[config.mk]
export PLATFORM = sky130hd
export DESIGN_NAME = reset_sequencer_flat
export DESIGN_NICKNAME = d
export VERILOG_FILES = /design/src/rtl/reset_sequencer_pkg.sv /design/src/rtl/reset_sequencer_if.sv /design/src/rtl/reset_sequencer_sync.sv /design/src/rtl/reset_sequencer.sv /design/src/flat_wrapper.sv
export SDC_FILE = /design/constraint.sdc
export NUM_CORES = 1
export LEC_CHECK = 0
export CAP_MARGIN = 20
export CORE_MARGIN = 2
export CORE_UTILIZATION = 25
export CTS_CLUSTER_SIZE = 24
export DETAILED_ROUTE_END_ITERATION = 10
export GPL_TIMING_DRIVEN = 1
export SLEW_MARGIN = 20
export SYNTH_ARGS = -nofsm -noshare
export SYNTH_HDL_FRONTEND = slang
export SYNTH_SLANG_ARGS = --single-unit
export TNS_END_PERCENT = 20
[constraint.sdc]
create_clock -name clk -period 0.8 [get_ports clk]
set_input_delay 0.12 -clock clk [delete_from_list [all_inputs] [get_ports clk]]
set_output_delay 0.12 -clock clk [all_outputs]
set_load 0.02 [all_outputs]
[src/rtl/reset_sequencer_pkg.sv]
`default_nettype none
// ============================================================================
// Module      : reset_seq_pkg
// Description : Shared types and helpers for the MC14500B reset sequencer.
// Revision    : 1.0 - initial release
// ============================================================================
package reset_seq_pkg;

    // Sequencer states: wait for internal reset, hold all, staggered release, idle
    typedef enum logic [1:0] {
        SYNC = 2'd0,
        HOLD = 2'd1,
        REL  = 2'd2,
        DONE = 2'd3
    } state_t;

    // Depth of the reset-deassertion synchroniser
    localparam int SYNC_STAGES = 2;

    // Larger of two integers, used to size the shared hold/stagger counter
    function automatic int max(input int a, input int b);
        return (a > b) ? a : b;
    endfunction

endpackage
`default_nettype wire

[src/rtl/reset_sequencer_if.sv]
`default_nettype none
// ============================================================================
// Module      : reset_sequencer_if
// Description : Soft-reset request and per-channel reset status bundle.
// Revision    : 1.0 - initial release
// ============================================================================
interface reset_sequencer_if #(
    parameter int NUM_CH = 2
) ();

    logic              soft_req;
    logic [NUM_CH-1:0] soft_mask;
    logic [NUM_CH-1:0] ch_reset;
    logic              seq_busy;
    logic              seq_done;

    // Requester side: raises soft resets and observes the channel resets
    modport master (
        output soft_req,
        output soft_mask,
        input  ch_reset,
        input  seq_busy,
        input  seq_done
    );

    // Sequencer side
    modport slave (
        input  soft_req,
        input  soft_mask,
        output ch_reset,
        output seq_busy,
        output seq_done
    );

endinterface
`default_nettype wire

[src/rtl/reset_sequencer_sync.sv]
`default_nettype none
// ============================================================================
// Module      : reset_sync
// Description : Async-assert / sync-deassert reset synchroniser.
// Revision    : 1.0 - initial release
// ============================================================================
module reset_sync
    import reset_seq_pkg::*;
(
    input  wire logic clk,
    input  wire logic reset,
    output logic      rst_int
);

    logic [SYNC_STAGES-1:0] r_sync;

    // Set all stages immediately on reset, shift zeros in once reset is gone
    always_ff @(posedge clk or posedge reset) begin
        if (reset) begin
            r_sync <= '1;
        end else begin
            r_sync <= {r_sync[SYNC_STAGES-2:0], 1'b0};
        end
    end

    assign rst_int = r_sync[SYNC_STAGES-1];

endmodule
`default_nettype wire

[src/rtl/reset_sequencer.sv]
`default_nettype none
// ============================================================================
// Module      : reset_sequencer
// Description : Power-on / soft reset sequencer. All channel resets assert
//               together, then release in ascending order after a hold
//               period with a fixed stagger between channels.
// Revision    : 1.0 - initial release
// ============================================================================
module reset_sequencer
    import reset_seq_pkg::*;
#(
    parameter int NUM_CH   = 2,
    parameter int HOLD_CYC = 2,
    parameter int STAGGER  = 1
) (
    input  wire logic          clk,
    input  wire logic          reset,
    reset_sequencer_if.slave   bus
);

    localparam int CNT_W = $clog2(max(HOLD_CYC, STAGGER) + 1);
    localparam int IDX_W = (NUM_CH > 1) ? $clog2(NUM_CH) : 1;

    localparam logic [CNT_W-1:0] c_HOLD_LAST = CNT_W'(HOLD_CYC - 1);
    localparam logic [CNT_W-1:0] c_STAG_LAST = CNT_W'(STAGGER - 1);
    localparam logic [CNT_W-1:0] c_CNT_ONE   = CNT_W'(1);
    localparam logic [IDX_W-1:0] c_IDX_ONE   = IDX_W'(1);
    localparam logic [IDX_W-1:0] c_IDX_LAST  = IDX_W'(NUM_CH - 1);

    logic              w_rst_int;

    state_t            r_state,  w_state_nxt;
    logic [CNT_W-1:0]  r_cnt,    w_cnt_nxt;
    logic [IDX_W-1:0]  r_idx,    w_idx_nxt;
    logic [IDX_W-1:0]  w_idx_inc;
    logic [NUM_CH-1:0] r_ch,     w_ch_nxt;
    logic              r_busy,   w_busy_nxt;
    logic              r_done,   w_done_nxt;

    reset_sync u_reset_sync (
        .clk     (clk),
        .reset   (reset),
        .rst_int (w_rst_int)
    );

    // State and output registers; reset values apply as soon as reset rises
    always_ff @(posedge clk or posedge w_rst_int) begin
        if (w_rst_int) begin
            r_state <= SYNC;
            r_cnt   <= '0;
            r_idx   <= '0;
            r_ch    <= '1;
            r_busy  <= 1'b1;
            r_done  <= 1'b0;
        end else begin
            r_state <= w_state_nxt;
            r_cnt   <= w_cnt_nxt;
            r_idx   <= w_idx_nxt;
            r_ch    <= w_ch_nxt;
            r_busy  <= w_busy_nxt;
            r_done  <= w_done_nxt;
        end
    end

    // Next-state logic. Masked channels still consume their stagger slot,
    // so release timing never depends on the soft-reset mask.
    always_comb begin
        w_state_nxt = r_state;
        w_cnt_nxt   = r_cnt;
        w_idx_nxt   = r_idx;
        w_ch_nxt    = r_ch;
        w_busy_nxt  = r_busy;
        w_done_nxt  = r_done;
        w_idx_inc   = r_idx + c_IDX_ONE;

        case (r_state)
            SYNC: begin
                w_state_nxt = HOLD;
                w_cnt_nxt   = '0;
                w_idx_nxt   = '0;
            end
            HOLD: begin
                if (r_cnt == c_HOLD_LAST) begin
                    w_ch_nxt[0] = 1'b0;
                    w_cnt_nxt   = '0;
                    w_idx_nxt   = '0;
                    if (NUM_CH == 1) begin
                        w_state_nxt = DONE;
                        w_busy_nxt  = 1'b0;
                        w_done_nxt  = 1'b1;
                    end else begin
                        w_state_nxt = REL;
                    end
                end else begin
                    w_cnt_nxt = r_cnt + c_CNT_ONE;
                end
            end
            REL: begin
                if (r_cnt == c_STAG_LAST) begin
                    w_ch_nxt[w_idx_inc] = 1'b0;
                    w_idx_nxt           = w_idx_inc;
                    w_cnt_nxt           = '0;
                    if (w_idx_inc == c_IDX_LAST) begin
                        w_state_nxt = DONE;
                        w_busy_nxt  = 1'b0;
                        w_done_nxt  = 1'b1;
                    end
                end else begin
                    w_cnt_nxt = r_cnt + c_CNT_ONE;
                end
            end
            DONE: begin
                if (bus.soft_req) begin
                    w_ch_nxt    = ~bus.soft_mask;
                    w_busy_nxt  = 1'b1;
                    w_done_nxt  = 1'b0;
                    w_state_nxt = HOLD;
                    w_cnt_nxt   = '0;
                    w_idx_nxt   = '0;
                end
            end
            default: begin
                w_state_nxt = SYNC;
            end
        endcase
    end

    assign bus.ch_reset = r_ch;
    assign bus.seq_busy = r_busy;
    assign bus.seq_done = r_done;

endmodule
`default_nettype wire
[src/flat_wrapper.sv]
// flat-port wrapper written by rule: the top's interface ports become plain ports
module reset_sequencer_flat import reset_seq_pkg::*;
#(
    parameter int NUM_CH   = 2,
    parameter int HOLD_CYC = 2,
    parameter int STAGGER  = 1
)
  (clk, reset, bus_soft_req, bus_soft_mask, bus_ch_reset, bus_seq_busy, bus_seq_done);
  reset_sequencer_if #(.NUM_CH(NUM_CH)) bus_i ();
  input  wire logic clk;
  input  wire logic reset;
  input wire logic [$bits(bus_i.soft_req)-1:0] bus_soft_req;
  input wire logic [$bits(bus_i.soft_mask)-1:0] bus_soft_mask;
  output wire logic [$bits(bus_i.ch_reset)-1:0] bus_ch_reset;
  output wire logic [$bits(bus_i.seq_busy)-1:0] bus_seq_busy;
  output wire logic [$bits(bus_i.seq_done)-1:0] bus_seq_done;
  assign bus_i.soft_req = bus_soft_req;
  assign bus_i.soft_mask = bus_soft_mask;
  assign bus_ch_reset = bus_i.ch_reset;
  assign bus_seq_busy = bus_i.seq_busy;
  assign bus_seq_done = bus_i.seq_done;
  reset_sequencer #(.NUM_CH(NUM_CH), .HOLD_CYC(HOLD_CYC), .STAGGER(STAGGER)) u_core (.clk(clk), .reset(reset), .bus(bus_i));
endmodule
After elaboration in Yosys (flattened, before gate mapping) --
Index checks and enable logic that the tools add are counted. Widths: inputs -> output; s select.
Word-level totals: bits in registers 11, input bits 5, output and inout bits 4
Cells by class: $add $sub $neg 2, magnitude comparators 2, equality and inequality tests 8, muxes and demuxes 26, bitwise logic cells 3, reduce and logical (&&, ||, !) cells 10
Operators by type and width (count):
- $mux 2 | 9
- $pmux 2 s4 | 2
- $reduce_and 4->1 | 3
- $mux 1 | 9
- $ne 2x1->1 const B | 3
- $pmux 1 s2 | 3
- $reduce_and 3->1 | 2
- $eq 2x1->1 const B | 2
- $eq 2x2->1 const B | 2
- $logic_not 2->1 | 2
- $not 2->2 | 2
- $pmux 1 s4 | 1
- $pmux 1 s3 | 1
- $reduce_bool 3->1 | 1
- $add 2x1->2 const B | 1
- $and 2x2->2 | 1
- $lt 1x2->1 const B | 1
- $ne 2x2->1 const B | 1
- $reduce_bool 2->1 | 1
- $add 1x1->1 const B | 1
- $demux 1 s1 | 1
- $ge 1x1->1 const B | 1
- $logic_and 1x1->1 | 1

Longest topological paths before layout --
word-level depth 9, gate-level depth with buffers 6, depth with buffers taken out 6

Modules after synthesis --
A second synthesis with hierarchy kept.
Second synthesis, totals: cell total of the unflattened synthesis 62, area total of the unflattened synthesis 689.4 um2
Modules (own cells, without submodules):
- reset_sequencer | instances 1, cells each 58, area an instance 629.4 um2, seq. area each 229.0 um2
- reset_sync | instances 1, cells each 4, area an instance 60.1 um2, seq. area each 52.6 um2

Least setup slack after synthesis --
OpenSTA, ideal clock, no wires.
path kind reg2reg, start reg u_core.r_state[0], end reg u_core.r_state[1], setup time 0.125 ns, arrival time 1.373 ns, data required time 0.675 ns, path slack -0.698 ns, stages on the path, launching flop included 7, buffers on the path 0, period minus slack after synthesis 1.498 ns, path through dfrtp_1 > inv_1 > ha_1 > nand2b_2 > nand3_4 > a21o_1 > mux2_4
On the way: longest elaborated chain between the ends 3, elaborated cells between the ends (all ways) 10
RTL lines:
- start: declaration | RTL line reset_sequencer.sv:32 | state_t r_state, w_state_nxt;
- start signal: assignment | RTL line reset_sequencer.sv:56 | r_state <= w_state_nxt;
- $eq 2x1->1 / $eq 2x2->1 (equally long branches) | RTL line reset_sequencer.sv:76 | case (r_state)
- $ne 2x1->1 (no source line) / $ne 2x2->1 (equally long branches)
- $reduce_and 4->1 (no source line)
Parallel ways exist; a longest one is shown, timed or not. A chain may end at the register's enable or synchronous reset.

Worst setup path in the final report --
Same ends and word-level chain as after synthesis.

==> impl_metrics.json <==
{
  "grt_max_degree": 10,
  "place.detailed.hpwl_um": 1030,
  "path_clk_slew_ns": 0.07,
  "ys_warn_count": 0,
  "p_sw_mw": 1.43,
  "post-route-min-period_ns": 1.45,
  "syn_area_sq_um": 648,
  "hold_path_class": "in2async",
  "n_antenna_cell": 0,
  "start_kind": "flip-flop",
  "cts_buffers": 3,
  "seq_area_sq_um": 285,
  "placed_area_sq_um": 916,
  "setup_viol_count_final": 13,
  "slew_violations": 0,
  "cts_hold_buf": 0,
  "ys_ff_latch": 11,
  "synth.net_count": 70,
  "vias_per_cell": 4.51,
  "grt_pass1_wl_um": 2440,
  "drt_wl_total_um": 1430,
  "rsz0062_at_grt": "true",
  "outcome": "complete, but fails checks",
  "fmax_mhz": 690,
  "yosys.area.top_type": "dfrtp_1",
  "drtIter0Drc": 6,
  "synth_area_leaders": "dfrtp_1 (23%), dfstp_2 (20%), ha_1 (17%)",
  "critPathMaxFanout": 5,
  "hold_viol": 0,
  "die_height_um": 54.9,
  "grt_usage_pct": 11.9,
  "cts.sinks": 11,
  "drive_gt1_share_pct": 60.0,
  "seqPwrFrac_pct": 26.5,
  "yosysMostFrequentCell": "ha_1",
  "multi_input_area_sq_um": 432,
  "die_w_um": 54.9,
  "ys_types": 29,
  "power.density_nw_per_um2": 3750,
  "path_cells": "inv_2 > ha_4 > nand2b_4 > nand3_4 > a21o_1 > mux2_4",
  "path_buf_inv": 1,
  "cp.arrival_ns": 1.60,
  "p_comb_share_pct": 63.3,
  "synth_edf_count": 0,
  "finalCritPeriodShare_pct": 181,
  "skew_ns": 0.00627,
  "critical_path.max_stage_delay_ns": 0.45,
  "place_ws_ns": -0.681,
  "fin_cells": 115,
  "synth_top_cell_area_share_pct": 23.2,
  "fillCellCount": 254,
  "path_class": "reg2reg",
  "design_area_sq_um": 1020,
  "reg2reg_from": "u_core.r_state[0]",
  "rows": 18,
  "clock_latency_ns": 0.27,
  "cts-root-buf": "clkbuf_4",
  "swShare_pct": 37.6,
  "ys_seq_area_share_pct": 43.4,
  "ant_nets": 0,
  "p_leak_nw": 0.467,
  "vias": 519,
  "intPower_mw": 2.38,
  "overflow": 0,
  "cp_slowest_cell": "dfrtp_2",
  "globalplace.congestion": 0.864,
  "core-area_sq_um": 2480,
  "cts_tree": "yes",
  "maxCapViolCount": 0,
  "remaining_drc_errors": 0,
  "fin_ws_ns": -0.649,
  "first_pass_iters": 4,
  "reg2reg_slack_ns": -0.65,
  "clkPwrFrac_pct": 10.2,
  "htreeDepth": 1,
  "floorplan.die_area_sq_um": 3020,
  "cp-startpoint": "u_core.r_state[0]",
  "grt_pass1_vias": 530,
  "wl_per_cell_um": 12.4,
  "nets": 100,
  "start_util_pct": 26.2,
  "max-vdd-ir-drop_mv": 1.82,
  "port-buffer-count": 8,
  "postSynth.asyncResetShare_pct": 100,
  "synth.top_cells.by_count": "ha_1 (9), inv_1 (8), dfrtp_1 (6), dfstp_2 (5), o22ai_1 (3)",
  "antenna_found_initial": 0,
  "crit_family": "flip-flops",
  "area_growth_pct": 57.0,
  "cts.path.max_buffers": 2,
  "dpl.cell_count": 107,
  "synth-main-ff-cell": "dfrtp_1",
  "worstSetupEndpointType": "flip-flop",
  "io_pins": 9,
  "violations": "negative setup slack",
  "reg2reg_depth": 6,
  "worstPathRequired_ns": 0.95,
  "netlist_instances": 56,
  "syn_area_per_cell_sq_um": 11.6,
  "r2r-end": "u_core.r_state[1]"
}
-- flip-flops by register name, indices dropped and copies added (netlist names) --
signal                      cells
u_core.bus.ch_reset             2
u_core.r_idx                    1
u_core.bus.seq_busy             1
u_core.r_state                  2
u_core.bus.seq_done             1
u_core.u_reset_sync.r_sync      2
u_core.r_cnt                    2
-- through the flow --
stage | hold WS, ns | utilization (%) | setup TNS [ns] | total power, mW
floorplan | 0.0315 | - | -4.11 | 2.33
global placement | 0.229 | 37.0 | -6.60 | 3.18
detailed placement | 0.245 | 37.0 | -6.82 | 3.24
CTS | 0.170 | 39.1 | -5.92 | 3.79
global route | 0.189 | 41.1 | -6.63 | 4.12
finish | 0.171 | 41.1 | -5.82 | 3.81
-- power by group through the flow --
stage               Sequential, mW  Combinational [mW]  Clock [mW]
global route                  1.04                2.63       0.452
finish                        1.01                2.41       0.389
CTS                           1.01                2.38       0.409
global placement             0.988                2.19           0
detailed placement           0.999                2.24           0
floorplan                     1.08                1.24           0
-- worst reg2reg max path: stages, from the launching register on --
cell	delay, ns
dfrtp_2	0.45
inv_2	0.07
ha_4	0.18
nand2b_4	0.08
nand3_4	0.07
a21o_1	0.18
mux2_4	0.30
-- area by class of cell --
cell class / count / share of cell area (%)
clock buffer: 4 / 2.58
inverter: 8 / 2.95
multi-input combinational: 37 / 42.4
sequential: 11 / 28.0
tap: 30 / 3.69
timing repair buffer: 25 / 20.3
-- logic make-up (layout without fill, tap and decap cells) --
group / count (synthesis) / after routing / share of synthesized area (%)
AND/OR/NAND/NOR: 9 / 9 / 11.8
other: 1 / 1 / 0.579
buffers and inverters: 8 / 37 / 4.63
flip-flops: 11 / 11 / 43.4
adder cells (fa/ha/maj): 9 / 9 / 17.4
AO/OA/AOI/OAI: 15 / 15 / 16.6
multiplexers: 3 / 3 / 5.60
-- metal layers --
layer / wire length, um / track usage (%) / share of wire (%) / vias up
met4: 0 / 2.44 / 0 / 0
met1: 669 / 13.8 / 47 / 256
li1: - / - / - / 252
met2: 676 / 19.8 / 47 / 11
met5: 0 / 0 / 0 / -
met3: 80 / 5.65 / 5.6 / 0
-- cells in the final DEF (no fill, tap or decap) --
cell type	count
nand3b_1	1
nand3_4	1
nand2b_4	3
a211oi_2	1
a21oi_1	2
a21o_1	1
a32o_1	1
nand2_1	1
dfrtp_1	3
buf_6	3
inv_2	4
dfstp_2	5
nor2b_2	1
a21boi_0	1
o22a_1	1
buf_2	1
clkbuf_4	3
a211o_1	1
a21boi_1	1
buf_4	17
o22ai_1	3
a22o_1	1
and2_4	1
clkdlybuf4s50_1	4
inv_1	4
ha_1	3
ha_4	6
mux2_4	1
o21ai_0	1
mux2i_1	1
mux2_2	1
conb_1	1
clkbuf_1	1
dfrtp_2	3
a22oi_1	1
nor2_1	1
-- worst max-delay path by stage --
stage,end,depth (start not counted)
finish,u_core.r_state[1],6
global route,u_core.r_state[1],6
CTS,u_core.r_state[1],6
detailed placement,u_core.bus.seq_busy,5
global placement,u_core.bus.seq_busy,5
floorplan,u_core.r_state[1],6
-- what timing repair did --
item / CTS / global route
pin swaps: 3 / 1
buffers inserted: 1 / 3
endpoints found under the setup margin: 13 / 13
gates resized for setup: 27 / 5
(Power assumes the default switching activity.)
